`src/rtl/unified_mem_arb_pkg.sv`:
```
// Shared types and default sizes for the unified memory arbiter.
package unified_mem_arb_pkg;

    localparam int unsigned DEF_ADDR_WIDTH    = 32;
    localparam int unsigned DEF_DATA_WIDTH    = 32;
    localparam int unsigned DEF_MAX_DM_STREAK = 4;

    typedef enum logic [1:0] {
        IDLE,
        ISSUE,
        WAIT,
        RESP
    } arb_state_t;

    typedef enum logic [1:0] {
        OWN_NONE,
        OWN_IF,
        OWN_DM
    } arb_owner_t;

endpackage

```
`src/rtl/mem_arb_select.sv`:
```
// Owner selection for the unified memory arbiter: data side wins unless it
// has already taken MAX_DM_STREAK grants in a row while fetch was waiting.
module mem_arb_select
    import unified_mem_arb_pkg::*;
#(
    parameter int unsigned MAX_DM_STREAK = DEF_MAX_DM_STREAK
) (
    input  logic       clk,
    input  logic       rst_n,
    input  logic       if_req,
    input  logic       dm_req,
    input  logic       grant,
    output arb_owner_t owner
);

    localparam int unsigned   SW         = $clog2(MAX_DM_STREAK + 1);
    localparam logic [SW-1:0] STREAK_MAX = SW'(MAX_DM_STREAK);

    logic [SW-1:0] streak;

    // Pick the owner from the current requests and the streak count.
    always_comb begin
        owner = OWN_NONE;
        if (dm_req && (!if_req || (streak < STREAK_MAX))) begin
            owner = OWN_DM;
        end else if (if_req) begin
            owner = OWN_IF;
        end
    end

    // Count data grants taken while fetch waits; any other grant clears it.
    always_ff @(posedge clk or negedge rst_n) begin
        if (!rst_n) begin
            streak <= '0;
        end else if (grant) begin
            if ((owner == OWN_DM) && if_req) begin
                if (streak != STREAK_MAX) begin
                    streak <= streak + 1'b1;
                end
            end else begin
                streak <= '0;
            end
        end
    end

endmodule

```
`src/rtl/unified_mem_arbiter.sv`:
```
// Single-port unified memory arbiter between instruction fetch and data
// memory. One transaction outstanding; F/M stall while their access pends.
module unified_mem_arbiter
    import unified_mem_arb_pkg::*;
#(
    parameter int unsigned ADDR_WIDTH    = DEF_ADDR_WIDTH,
    parameter int unsigned DATA_WIDTH    = DEF_DATA_WIDTH,
    parameter int unsigned MAX_DM_STREAK = DEF_MAX_DM_STREAK
) (
    input  logic                    clk,
    input  logic                    rst_n,
    input  logic                    if_req,
    input  logic [ADDR_WIDTH-1:0]   if_addr,
    input  logic                    if_flush,
    output logic [DATA_WIDTH-1:0]   if_rdata,
    output logic                    if_valid,
    input  logic                    dm_req,
    input  logic                    dm_we,
    input  logic [ADDR_WIDTH-1:0]   dm_addr,
    input  logic [DATA_WIDTH-1:0]   dm_wdata,
    input  logic [DATA_WIDTH/8-1:0] dm_be,
    output logic [DATA_WIDTH-1:0]   dm_rdata,
    output logic                    dm_valid,
    output logic                    mem_req,
    output logic                    mem_we,
    output logic [ADDR_WIDTH-1:0]   mem_addr,
    output logic [DATA_WIDTH-1:0]   mem_wdata,
    output logic [DATA_WIDTH/8-1:0] mem_be,
    input  logic                    mem_gnt,
    input  logic                    mem_rvalid,
    input  logic [DATA_WIDTH-1:0]   mem_rdata,
    output logic                    stall_fetch,
    output logic                    stall_mem
);

    arb_state_t state;
    arb_owner_t owner_q;
    arb_owner_t sel_owner;
    logic       discard;
    logic       grant;
    logic       flush_hit;
    logic       done;

    mem_arb_select #(
        .MAX_DM_STREAK(MAX_DM_STREAK)
    ) u_select (
        .clk   (clk),
        .rst_n (rst_n),
        .if_req(if_req),
        .dm_req(dm_req),
        .grant (grant),
        .owner (sel_owner)
    );

    // Grant strobe, fetch-abandon detection and memory completion.
    always_comb begin
        grant     = (state == IDLE) && (if_req || dm_req);
        flush_hit = (owner_q == OWN_IF) && (if_flush || !if_req);
        done      = ((state == ISSUE) && mem_gnt && mem_rvalid) ||
                    ((state == WAIT) && mem_rvalid);
    end

    // Stalls follow the requests, forced low while reset is asserted.
    always_comb begin
        stall_fetch = rst_n && if_req && !if_valid;
        stall_mem   = rst_n && dm_req && !dm_valid;
    end

    // Transaction FSM with registered memory payload, responses and valids.
    always_ff @(posedge clk or negedge rst_n) begin
        if (!rst_n) begin
            state     <= IDLE;
            owner_q   <= OWN_NONE;
            discard   <= 1'b0;
            mem_req   <= 1'b0;
            mem_we    <= 1'b0;
            mem_addr  <= '0;
            mem_wdata <= '0;
            mem_be    <= '0;
            if_rdata  <= '0;
            if_valid  <= 1'b0;
            dm_rdata  <= '0;
            dm_valid  <= 1'b0;
        end else begin
            case (state)
                IDLE: begin
                    if (grant) begin
                        owner_q <= sel_owner;
                        mem_req <= 1'b1;
                        state   <= ISSUE;
                        if (sel_owner == OWN_DM) begin
                            mem_we    <= dm_we;
                            mem_addr  <= dm_addr;
                            mem_wdata <= dm_wdata;
                            mem_be    <= dm_be;
                        end else begin
                            mem_we    <= 1'b0;
                            mem_addr  <= if_addr;
                            mem_wdata <= '0;
                            mem_be    <= '1;
                        end
                    end
                end
                ISSUE, WAIT: begin
                    if (flush_hit) begin
                        discard <= 1'b1;
                    end
                    if ((state == ISSUE) && mem_gnt) begin
                        mem_req <= 1'b0;
                        state   <= WAIT;
                    end
                    // A flush in the completing cycle still suppresses the fetch result.
                    if (done) begin
                        state <= RESP;
                        if (owner_q == OWN_DM) begin
                            dm_rdata <= mem_rdata;
                            dm_valid <= 1'b1;
                        end else if (!(discard || flush_hit)) begin
                            if_rdata <= mem_rdata;
                            if_valid <= 1'b1;
                        end
                    end
                end
                RESP: begin
                    if_valid <= 1'b0;
                    dm_valid <= 1'b0;
                    discard  <= 1'b0;
                    owner_q  <= OWN_NONE;
                    state    <= IDLE;
                end
                default: begin
                    state <= IDLE;
                end
            endcase
        end
    end

endmodule

```
`config.mk`:
```
export PLATFORM = sky130hd
export DESIGN_NAME = unified_mem_arbiter
export DESIGN_NICKNAME = d
export VERILOG_FILES = /design/src/rtl/unified_mem_arb_pkg.sv /design/src/rtl/mem_arb_select.sv /design/src/rtl/unified_mem_arbiter.sv
export SDC_FILE = /design/constraint.sdc
export NUM_CORES = 1
export LEC_CHECK = 0
export BUFFER_PORTS_ARGS = -buffer_cell sky130_fd_sc_hd__buf_2
export CAP_MARGIN = 15
export CORE_AREA = 3 3 123 125
export DETAILED_ROUTE_END_ITERATION = 10
export DIE_AREA = 0 0 126 128
export GPL_TIMING_DRIVEN = 1
export PLACE_DENSITY = 0.8
export SLEW_MARGIN = 20
export SYNTH_ARGS = -nofsm -noshare
export SYNTH_HDL_FRONTEND = slang
export SYNTH_SLANG_ARGS = --single-unit
```
`constraint.sdc`:
```
create_clock -name clk -period 1.8 [get_ports clk]
set_input_delay 0.18 -clock clk [delete_from_list [all_inputs] [get_ports clk]]
set_output_delay 0.18 -clock clk [all_outputs]
set_load 0.02 [all_outputs]
```
======== Word level (Yosys, flattened, before mapping) ========
Index checks and enable logic that the tools add are counted.
word-level totals
  flip-flop bits (word level) ............. 144
  input port bits ......................... 140
  word-level logic and storage cells ...... 93
cells by class
  add/subtract/negate cells ............... 1
  magnitude comparators ................... 1
  equal/unequal tests ..................... 16
  mux-type cells .......................... 26
  bitwise gates (word level) .............. 2
  reductions and logical operators ........ 34
operator list
  cell                                                             count
  32-bit two-way mux                                               2
  2-bit inequality test, second input constant                     8
  1-bit logical AND                                                11
  1-bit two-way mux                                                10
  2-bit two-way mux                                                5
  2-bit AND reduction                                              5
  3-bit AND reduction                                              3
  2-bit == test, second input constant                             4
  1-bit case mux with 2 select lines                               4
  4-bit AND reduction                                              2
  3-bit two-way mux                                                2
  3-bit inequality test, second input constant                     2
  2-bit case mux with 3 select lines                               1
  2-bit nonzero test                                               3
  1-bit logical OR                                                 5
  2-bit by 1-bit == test with 1-bit output, second input constant  2
  4-bit two-way mux                                                1
  2-bit case mux with 2 select lines                               1
  3-bit by 1-bit adder with 3-bit output, second input constant    1
  1-bit zero test                                                  3
  3-bit less-than comparator, second input constant                1
  2-bit zero test                                                  1
  1-bit NOT                                                        2
  2-bit OR reduction                                               1

======== Longest topological paths before layout ========
Gate-level depths: netlist of the first run.
  word-level depth ........................ 8
  mapped depth ............................ 7

======== Hierarchy ========
A second synthesis of the first run with hierarchy kept.
unflattened totals
  cells, all modules ...................... 547
  area total of the unflattened synthesis .. 6048.3 sq um
modules (own cells, without submodules)
  module               times used  cells an instance  area each (sq um)  seq. area each (sq um)
  unified_mem_arbiter  1           531                5883.1             3528.4
  mem_arb_select       1           16                 165.2              75.1

======== Worst setup path before layout of the first run ========
Ideal clock, no wire load.
  path kind ............................... register to register
  from .................................... reg state[1]
  to ...................................... reg dm_rdata[12]
  setup time .............................. 0.125 ns
  arrival ................................. 1.704 ns
  data required time ...................... 1.675 ns
  path slack .............................. -0.028 ns
  cell stages (with the launch flop) ...... 8
  buffers on the path ..................... 1
  clock period less this slack ............ 1.828 ns
  cell sequence ........................... dfrtp_1 -> inv_1 -> ha_1 -> and2_1 -> o21a_2 -> nand3_1 -> buf_2 -> mux2_2
between the ends
  word-level cells in the longest chain between the ends .. 5
RTL lines
  element                                   RTL line                                              text
  start, declared                           unified_mem_arbiter.sv:36                             arb_state_t state;
  start signal, assigned                    unified_mem_arbiter.sv:72                             state <= IDLE;
  start signal, assigned                    unified_mem_arbiter.sv:90                             state <= ISSUE;
  start signal, assigned                    unified_mem_arbiter.sv:110                            state <= WAIT;
  2-bit by 1-bit == test with 1-bit output  unified_mem_arbiter.sv:59, unified_mem_arbiter.sv:85
  1-bit logical AND (2 in a row)            unified_mem_arbiter.sv:59                             done = ((state == ISSUE) && mem_gnt && mem_rvalid) ||
  1-bit logical OR                          unified_mem_arbiter.sv:59
  3-bit AND reduction (no line) (*)         -
  end signal, assigned                      unified_mem_arbiter.sv:116                            dm_rdata <= mem_rdata;
  end, declared                             unified_mem_arbiter.sv:22                             output logic [DATA_WIDTH-1:0] dm_rdata,
Mark *: on every way between the ends. The rest lies on a longest branch, timed or not.
A chain may end at the register's enable or synchronous reset.

======== Final worst setup path of the first run ========
  from .................................... reg state[0]
  to ...................................... reg dm_rdata[12]
Same word-level chain as after synthesis.

==> impl_metrics.toml, run 1 <==
[synthesis]
synth_area_sq_um = 5950
synth_seq_cells = 144
synthAdderAreaFrac = 0.0126
synth_nets = 581
synth_edf_count = 0
synth_mux_area_frac = 0.196
ys_warn_count = 0
synth_xor_area_frac = 0
synthCells = 435
synthSimpleGateAreaFrac = 0.0452
synth-async-reset-ratio = 1.00
synth.avg_cell_area_sq_um = 13.7
synthFlopType = "dfrtp_1"
synth_compound_area_frac = 0.112
synth_top_family_by_area = "multiplexers"
yosysSeqAreaShare = 0.606
ys_types = 36

[clocking]
clk_path_buf_depth = 2
cts_root_buffer = "clkbuf_16"
path_clk_slew_ns = 0.06
cts_tree = "done"
cts_made_buffers = 17
cts_num_sinks = 144
h-tree-depth = 4
clkLatencyLatePin_ns = 0.41

[sta]
slew_violations = 0
rsz0062_at_grt = "true"
tightest_slew_ns = 0.593
fin_setup_tns_ns = 0
max_clock_freq_mhz = 561
post-route-min-period_ns = 1.78
final-hold-violation-count = 0
slew_headroom = 0.604
fin_crit_sh = 0.991
finalSetupViolCount = 0
hold_slack_ns = 0.0210
finClkSkew_ns = 0.0124

[critical_path]
path_max_fanout = 8
worst-path-stages = 6
crit_type = "register to register"
cp_slowest_stage_delay_ns = 0.40
critPathSlowestCell = "dfrtp_1"
crit_family = "flip-flops"
r2r_start = "state[0]"
cp.arrival_ns = 2.07
critPathBufInv = 1
timing.rr.end = "dm_rdata[12]"
rrSetupSlack_ns = 0.02
startpoint_type = "register"
r2r_cells = 6
cp.required_ns = 2.08
end_kind = "register"
crit_chain = "ha_2 > and2_4 > o21a_4 > nand3_4 > clkbuf_16 > mux2_2"

[floorplanning]
start_util = 0.425
die_h_um = 128
core_area_sq_um = 14000
die_w_um = 126
die_area_sq_um = 16100
rows = 43
io_pins = 278

[route]
drc = 0
vias_per_cell = 5.01
ant_nets = 0
first_pass_iters = 4
wl_um = 17400
drt_iter0_drc = 213
vias = 4849
wl_per_cell_um = 18.0

[min_path]
min_from = "mem_rdata[19]"
min_to = "dm_rdata[19]"
hp-class = "input port to register"
min_path_cells = 2

[power]
cellPowerDensity_nw_per_um2 = 1830
irDropWorstVdd_mv = 0.966
p_leak_nw = 4.74
p_total_w = 0.0162

[run]
maxCapViolations = 0

[global_routing]
antenna_found_initial = 0
grtUsageTotal = 0.212
grt_max_degree = 68
grt_remaining_overflow = 0
grt_pass1_vias = 5035
grt_pass1_wl_um = 26700

[cells_and_area]
finish.utilization = 0.633
layout_commonest_cell = "buf_2"
area_growth_pct = 48.9
nets = 922
antenna_cells = 0
layout_common_cells = "buf_2, dfrtp_1, nand2_1"
drive_gt1_frac = 0.511

[run_status]
status = "completed"

[placed_design]
port_buffers = 277
hpwlAfterDp_um = 11700
routabilityCongestion = 0.824
==> routing by layer <==
layer	global-route usage	part of all wire	vias to the layer above
li1	-	-	2234
met1	0.244	0.38	2330
met2	0.366	0.51	254
met3	0.0658	0.078	31
met4	0.0902	0.031	0
met5	0	0	-
==> worst max path at each step <==
stage | from | endpoint
after floorplan | state[1] | dm_rdata[12]
after global placement | state[0] | dm_rdata[23]
after detailed placement | state[0] | dm_rdata[0]
after CTS | state[0] | dm_rdata[28]
after global routing | state[1] | dm_rdata[18]
final | state[0] | dm_rdata[12]
==> state kept, by name, summed over array words and instances (netlist names) <==
signal	cells
mem_wdata	32
mem_addr	32
u_select.streak	3
dm_valid	1
mem_be	4
owner_q	2
mem_we	1
mem_req	1
if_rdata	32
discard	1
state	2
dm_rdata	32
if_valid	1
==> timing repair <==
action | CTS | global route
pin swaps | 0 | 3
resized for setup | 5 | 3
endpoints found under the hold margin | 72 | 0
endpoints found under the setup margin | 32 | 45
hold buffers | 42 | 0
setup buffers | 0 | 2
cloned | 1 | 2
==> synthesized netlist by cell type (2+ instances only) <==
master / count / share of area
ha_1: 6 / 0.013
mux2_2: 26 / 0.049
inv_1: 7 / 0.0044
buf_6: 3 / 0.0057
o21ai_1: 21 / 0.018
buf_2: 10 / 0.0084
a211o_1: 2 / 0.0029
mux2i_1: 32 / 0.054
mux2_4: 30 / 0.076
nor2_1: 7 / 0.0044
o22a_1: 4 / 0.0059
o21ai_0: 17 / 0.014
clkbuf_1: 9 / 0.0057
a21oi_1: 10 / 0.0084
dfrtp_1: 144 / 0.61
a22o_1: 34 / 0.050
and4_1: 2 / 0.0029
buf_4: 3 / 0.0038
nand2_1: 43 / 0.027
mux2_1: 9 / 0.017
==> worst register-to-register path, delay by kind of cell (launching register included) <==
family	cells	cell delay, ns
DFF	1	0.40
adders and majority gates	1	0.20
AOI/OAI and AO/OA	1	0.24
and+or+nand+nor	2	0.29
buffers and inverters	1	0.20
muxes	1	0.33
==> cells by family after synthesis <==
| group | after synthesis |
|---|---|
| AOI/OAI and AO/OA | 96 |
| adders and majority gates | 6 |
| buffers and inverters | 32 |
| DFF | 144 |
| muxes | 97 |
| and+or+nand+nor | 60 |
==> final cells by class <==
| cell class | count | area [sq um] |
|---|---|---|
| inverter | 7 | 26.3 |
| timing repair buffer | 347 | 2180 |
| tap | 180 | 225 |
| sequential | 144 | 3600 |
| multi-input combinational | 259 | 2240 |
| clock inverter | 11 | 140 |
| clock buffer | 19 | 443 |
| fill | 1066 | 5140 |
==> per-stage QoR <==
| step | std cells | area (sq um) | setup WS (ns) |
|---|---|---|---|
| 4_1_cts | 963 | 8770 | 0.0109 |
| 2_1_floorplan | 435 | 5950 | -0.0284 |
| 3_3_place_gp | 890 | 7720 | 0.00925 |
| 6_report | 967 | 8850 | 0.0171 |
| 3_5_place_dp | 890 | 7720 | -0.0483 |
| 5_1_grt | 967 | 8850 | -0.0209 |
==> report_power, final <==
group	leakage, nW	internal, W	switching, W
logic	2.64	0.00300	0.00405
registers	1.81	0.00477	0.000929
clock network	0.289	0.00219	0.00130
total	4.74	0.00996	0.00628
Power figures use the tool's default switching activity.
==> run 2, diff against run 1 <==
--- a/config.mk
+++ b/config.mk
@@ -7,12 +7,13 @@
 export LEC_CHECK = 0
 export BUFFER_PORTS_ARGS = -buffer_cell sky130_fd_sc_hd__buf_2
 export CAP_MARGIN = 15
-export CORE_AREA = 3 3 123 125
+export CORE_AREA = 3 3 125 127
 export DETAILED_ROUTE_END_ITERATION = 10
-export DIE_AREA = 0 0 126 128
+export DIE_AREA = 0 0 128 130
 export GPL_TIMING_DRIVEN = 1
-export PLACE_DENSITY = 0.8
+export PLACE_DENSITY = 0.78
 export SLEW_MARGIN = 20
 export SYNTH_ARGS = -nofsm -noshare
 export SYNTH_HDL_FRONTEND = slang
+export SYNTH_HIERARCHICAL = 1
 export SYNTH_SLANG_ARGS = --single-unit
==> impl_metrics.toml, run 2 <==
[global_routing]
grt_remaining_overflow = 0
grt_max_degree = 143
grt_pass1_wl_um = 30000
grtUsageTotal = 0.231
grt_pass1_vias = 5809
antenna_found_initial = 1

[critical_path]
path_max_fanout = 8
startpoint_type = "register"
crit_start = "owner_q[0]"
r2r_start = "owner_q[0]"
critPathSlowestCell = "dfrtp_1"
crit_type = "register to register"
cp.required_ns = 2.09
cp.arrival_ns = 2.09
crit_chain = "nor2b_1 > a211oi_2 > nand3_4 > clkbuf_16 > mux2_4"
rrSetupSlack_ns = 0.006
cp_slowest_stage_delay_ns = 0.40
end_kind = "register"

[sta]
post-route-min-period_ns = 1.79
max_clock_freq_mhz = 557
worst_slack_ns = 0.00578
tightest_slew_ns = 0.793
fin_setup_tns_ns = 0
final-hold-violation-count = 0
fin_crit_sh = 0.997
finalSetupViolCount = 0
slew_violations = 0
finClkSkew_ns = 0.0112
slew_headroom = 0.471

[route]
vias = 5575
drc = 0
vias_per_cell = 4.97
wl_per_cell_um = 17.6
first_pass_iters = 5
drt_iter0_drc = 331
ant_nets = 0
wl_um = 19800

[clocking]
cts_made_buffers = 17
h-tree-depth = 4
path_clk_slew_ns = 0.06
clkLatencyLatePin_ns = 0.42
cts_setup_buffers = 0
cts_tree = "done"
cts_root_buffer = "clkbuf_16"
clk_path_buf_depth = 2
cts_num_sinks = 144

[synthesis]
synthCells = 547
synth_top_area_frac = 0.596
synth_top_cell_by_area = "dfrtp_1"
ys_types = 34
synthFlopType = "dfrtp_1"
yosysSeqAreaShare = 0.596
synth.avg_cell_area_sq_um = 11.1
synthTopCellsByCount = "nand2_1, dfrtp_1, nor2_1"
synth-async-reset-ratio = 1.00
synth_area_leaders = "dfrtp_1, nand2_1, mux2_4"
ys_warn_count = 6
synth_edf_count = 0
synth.most_common_cell = "nand2_1"
synth_area_sq_um = 6050
synth_nets = 693
synth_seq_cells = 144

[floorplanning]
rows = 44
start_util = 0.416
die_w_um = 128
core_area_sq_um = 14500
die_area_sq_um = 16600
die_h_um = 130
io_pins = 278

[power]
seq_power_share = 0.344
clock_power_share = 0.239
cellPowerDensity_nw_per_um2 = 1650
p_total_w = 0.0155
p_sw_frac = 0.395
combinationalPowerShare = 0.418
p_leak_nw = 5.01
internal_power_w = 0.00938
p_sw_w = 0.00612
irDropWorstVdd_mv = 0.769

[cells_and_area]
nFillCells = 1056
area_growth_pct = 55.4
multiInputGateArea_sq_um = 2300
drive_gt1_frac = 0.426
layout_commonest_cell = "buf_2"
seq_area_sq_um = 3600
stdcell_area_sq_um = 9400
nets = 1069
layout_common_cells = "buf_2, nand2_1, dfrtp_1"

[placed_design]
dp_slack_ns = -0.0242
port_buffers = 277
hpwlAfterDp_um = 11700
routabilityCongestion = 0.803
dpl-instance-area_sq_um = 7750

[run]
maxCapViolations = 0

[min_path]
min_from = "if_addr[13]"
hp-class = "input port to register"

[run_status]
status = "completed"
## run 2: area by class of cell
class,instances,share of cell area
sequential,144,0.383
tap,184,0.0245
timing repair buffer,390,0.278
multi-input combinational,361,0.244
antenna,2,0.000532
clock inverter,15,0.0209
clock buffer,17,0.0452
inverter,9,0.00359
## run 2: worst max-delay path, delay by kind of cell, from the launching register on
kind | cells | cell delay, ns
AND/OR/NAND/NOR | 2 | 0.39
buffers and inverters | 1 | 0.23
AO/OA/AOI/OAI | 1 | 0.35
flip-flops | 1 | 0.40
multiplexers | 1 | 0.30
## run 2: logic make-up (layout without fill, tap and decap cells)
kind of cell | after synthesis | count (layout) | synth area share
muxes | 65 | 65 | 0.139
other | 0 | 2 | 0
DFF | 144 | 144 | 0.596
buffers and inverters | 42 | 431 | 0.0321
and+or+nand+nor | 229 | 229 | 0.157
AOI/OAI and AO/OA | 61 | 61 | 0.0637
adders and majority gates | 6 | 6 | 0.0124
## run 2: metrics by stage
stage	std cells	util	hold WS, ns
6_report	1122	0.647	0.0136
5_1_grt	1120	0.647	0.00162
4_1_cts	1118	0.642	0.0000438
3_5_place_dp	994	0.533	-0.0298
3_3_place_gp	994	0.533	-0.0314
2_1_floorplan	547	-	-0.116
## run 2: worst paths after layout
check,endpoint,cells after the start
setup reg to reg,if_rdata[4],5
min in group asynchronous,owner_q[0],2
setup / recovery,if_rdata[4],5
max in group asynchronous,mem_addr[10],3
hold reg to reg,mem_wdata[26],2
hold / removal,mem_addr[13],3
## run 2: repair_timing
action / 4_1_cts / 5_1_grt
hold buffers: 91 / 0
hold endpoints to repair: 237 / 0
cloned: 1 / 2
resized for setup: 3 / 6
endpoints found under the setup margin: 31 / 65
pin swaps: 0 / 1
## run 2: power groups by stage
stage,clock (W),sequential (W),combinational [W]
global placement,0,0.00530,0.00600
CTS,0.00376,0.00528,0.00634
detailed placement,0,0.00531,0.00615
floorplan,0,0.00682,0.00232
global route,0.00391,0.00547,0.00699
finish,0.00370,0.00533,0.00647
## run 2: per-layer routing
| layer | track usage | wire (um) |
|---|---|---|
| met5 | 0 | 7 |
| met4 | 0.102 | 582 |
| met3 | 0.0819 | 1860 |
| met2 | 0.404 | 9930 |
| met1 | 0.255 | 7380 |
==> run 3, diff against run 2 <==
--- a/config.mk
+++ b/config.mk
@@ -7,11 +7,11 @@
 export LEC_CHECK = 0
 export BUFFER_PORTS_ARGS = -buffer_cell sky130_fd_sc_hd__buf_2
 export CAP_MARGIN = 15
-export CORE_AREA = 3 3 125 127
+export CORE_AREA = 3 3 114 138
 export DETAILED_ROUTE_END_ITERATION = 10
-export DIE_AREA = 0 0 128 130
+export DIE_AREA = 0 0 117 141
 export GPL_TIMING_DRIVEN = 1
-export PLACE_DENSITY = 0.78
+export PLACE_DENSITY = 0.79
 export SLEW_MARGIN = 20
 export SYNTH_ARGS = -nofsm -noshare
 export SYNTH_HDL_FRONTEND = slang
==> impl_metrics.toml, run 3 (synthesized netlist as in run 2, its figures left out) <==
[global_routing]
use_met3 = 0.0764
globalRouteMet2Util = 0.401
grt_pass1_wl_um = 30500
grt_remaining_overflow = 0
grtUsageTotal = 0.239
grt_max_degree = 110
antenna_found_initial = 0
met1_usage = 0.265
grt_busiest_layer = "met2"
grt_pass1_vias = 5840

[sta]
slew_headroom = 0.615
fin_crit_sh = 1.01
worst_slack_ns = -0.0106
max_clock_freq_mhz = 552
slew_violations = 0
finalSetupViolCount = 6
post-route-min-period_ns = 1.81
final-hold-violation-count = 0
finClkSkew_ns = 0.0118
rsz0062_at_grt = "true"
tightest_slew_ns = 0.577

[placed_design]
dpl-instance-area_sq_um = 7710
hpwlAfterDp_um = 11700
place_inst = 982
routabilityCongestion = 0.774
port_buffers = 277
dp_slack_ns = -0.0376

[clocking]
clkLatencyLatePin_ns = 0.42
path_clk_slew_ns = 0.06
clk_path_buf_depth = 2
cts_made_buffers = 17
h-tree-depth = 4
cts_root_buffer = "clkbuf_16"
cts_tree = "done"
cts_num_sinks = 144

[cells_and_area]
layout_common_cells = "buf_2, nand2_1, dfrtp_1"
finalNonFillerCells = 1109
layout_commonest_cell = "buf_2"
area_growth_pct = 56.0
nets = 1068
nFillCells = 1002
antenna_cells = 0
drive_gt1_frac = 0.433
stdcell_area_sq_um = 9440

[run_status]
status = "complete, but fails checks"
violations = "setup timing"

[critical_path]
cp.required_ns = 2.09
end_kind = "register"
crit_type = "register to register"
startpoint_type = "register"
path_max_fanout = 8
cp.arrival_ns = 2.11

[power]
p_total_w = 0.0156
p_leak_nw = 5.06
combinationalPowerShare = 0.430
cellPowerDensity_nw_per_um2 = 1650
internal_power_w = 0.00936
irDropWorstVdd_mv = 0.896
p_sw_frac = 0.398
p_sw_w = 0.00619
clock_power_share = 0.222
seq_power_share = 0.348

[floorplanning]
io_pins = 278
die_w_um = 117
core_area_sq_um = 14400
rows = 48
die_area_sq_um = 16500
die_h_um = 141
start_util = 0.420

[route]
drt_iter0_drc = 396
wl_um = 20700
ant_nets = 0
vias = 5671
wl_per_cell_um = 18.6
first_pass_iters = 5
vias_per_cell = 5.11
drc = 0

[min_path]
hp-class = "input port to register"

[run]
maxCapViolations = 0
## run 3: changes by cell type in the layout (fill, tap and decap cells not counted), moves of 3 or more
cell and change:
mux2_2 -10, dlygate4sd3_1 -3, mux2_4 +12, clkinv_2 +4, inv_6 -4
## run 3: cell type report
| class | instances | area (sq um) | area share |
|---|---|---|---|
| timing repair buffer | 389 | 2630 | 0.278 |
| inverter | 9 | 33.8 | 0.00358 |
| multi-input combinational | 361 | 2380 | 0.252 |
| tap | 175 | 219 | 0.0232 |
| clock buffer | 18 | 439 | 0.0465 |
| clock inverter | 13 | 138 | 0.0146 |
| sequential | 144 | 3600 | 0.382 |
## run 3: final timing paths
check | start | to | slack (ns) | cells past startpoint
worst max-delay path | state[0] | dm_rdata[30] | -0.01 | 6
worst min-delay path | mem_rdata[6] | dm_rdata[6] | 0.02 | 2
worst max register to register | state[0] | dm_rdata[30] | -0.01 | 6
worst min register to register | mem_wdata[31] | mem_wdata[31] | 0.46 | 2
max in group asynchronous | rst_n | mem_wdata[29] | 0.90 | 3
min in group asynchronous | rst_n | u_select/streak[2] | 0.13 | 2
## run 3: what timing repair did
action | 4_1_cts | 5_1_grt
pin swaps | 0 | 3
endpoints found under the setup margin | 35 | 65
hold buffers | 88 | 0
hold endpoints to repair | 231 | 0
cloned | 2 | 3
setup buffers | 0 | 3
gates resized for setup | 8 | 20
## run 3: power by group through the flow
stage / clock [W] / sequential, W / combinational [W]
3_5_place_dp: 0 / 0.00533 / 0.00608
4_1_cts: 0.00352 / 0.00533 / 0.00634
2_1_floorplan: 0 / 0.00682 / 0.00232
6_report: 0.00345 / 0.00542 / 0.00669
5_1_grt: 0.00367 / 0.00555 / 0.00720
3_3_place_gp: 0 / 0.00529 / 0.00593
## run 3: metal layers
layer / vias to the layer above / routed length, um
met5: - / 0
met4: 0 / 797
met3: 64 / 1750
met2: 311 / 10400
met1: 2711 / 7730
li1: 2585 / -
## run 3: through the flow
stage | setup TNS, ns | util | hold WS [ns]
after floorplan | 0 | - | -0.116
after global placement | 0 | 0.535 | -0.0188
after detailed placement | -0.492 | 0.535 | -0.0178
after CTS | -0.00490 | 0.642 | 0.000226
after global routing | -0.445 | 0.655 | 0.00260
final | -0.0255 | 0.655 | 0.0198
## run 3: critical path, stage by stage (launching register included)
cell,delay (ns)
dfrtp_1,0.43
ha_4,0.18
and2_4,0.13
o21a_4,0.24
nand3_4,0.18
clkbuf_16,0.20
mux2_2,0.33
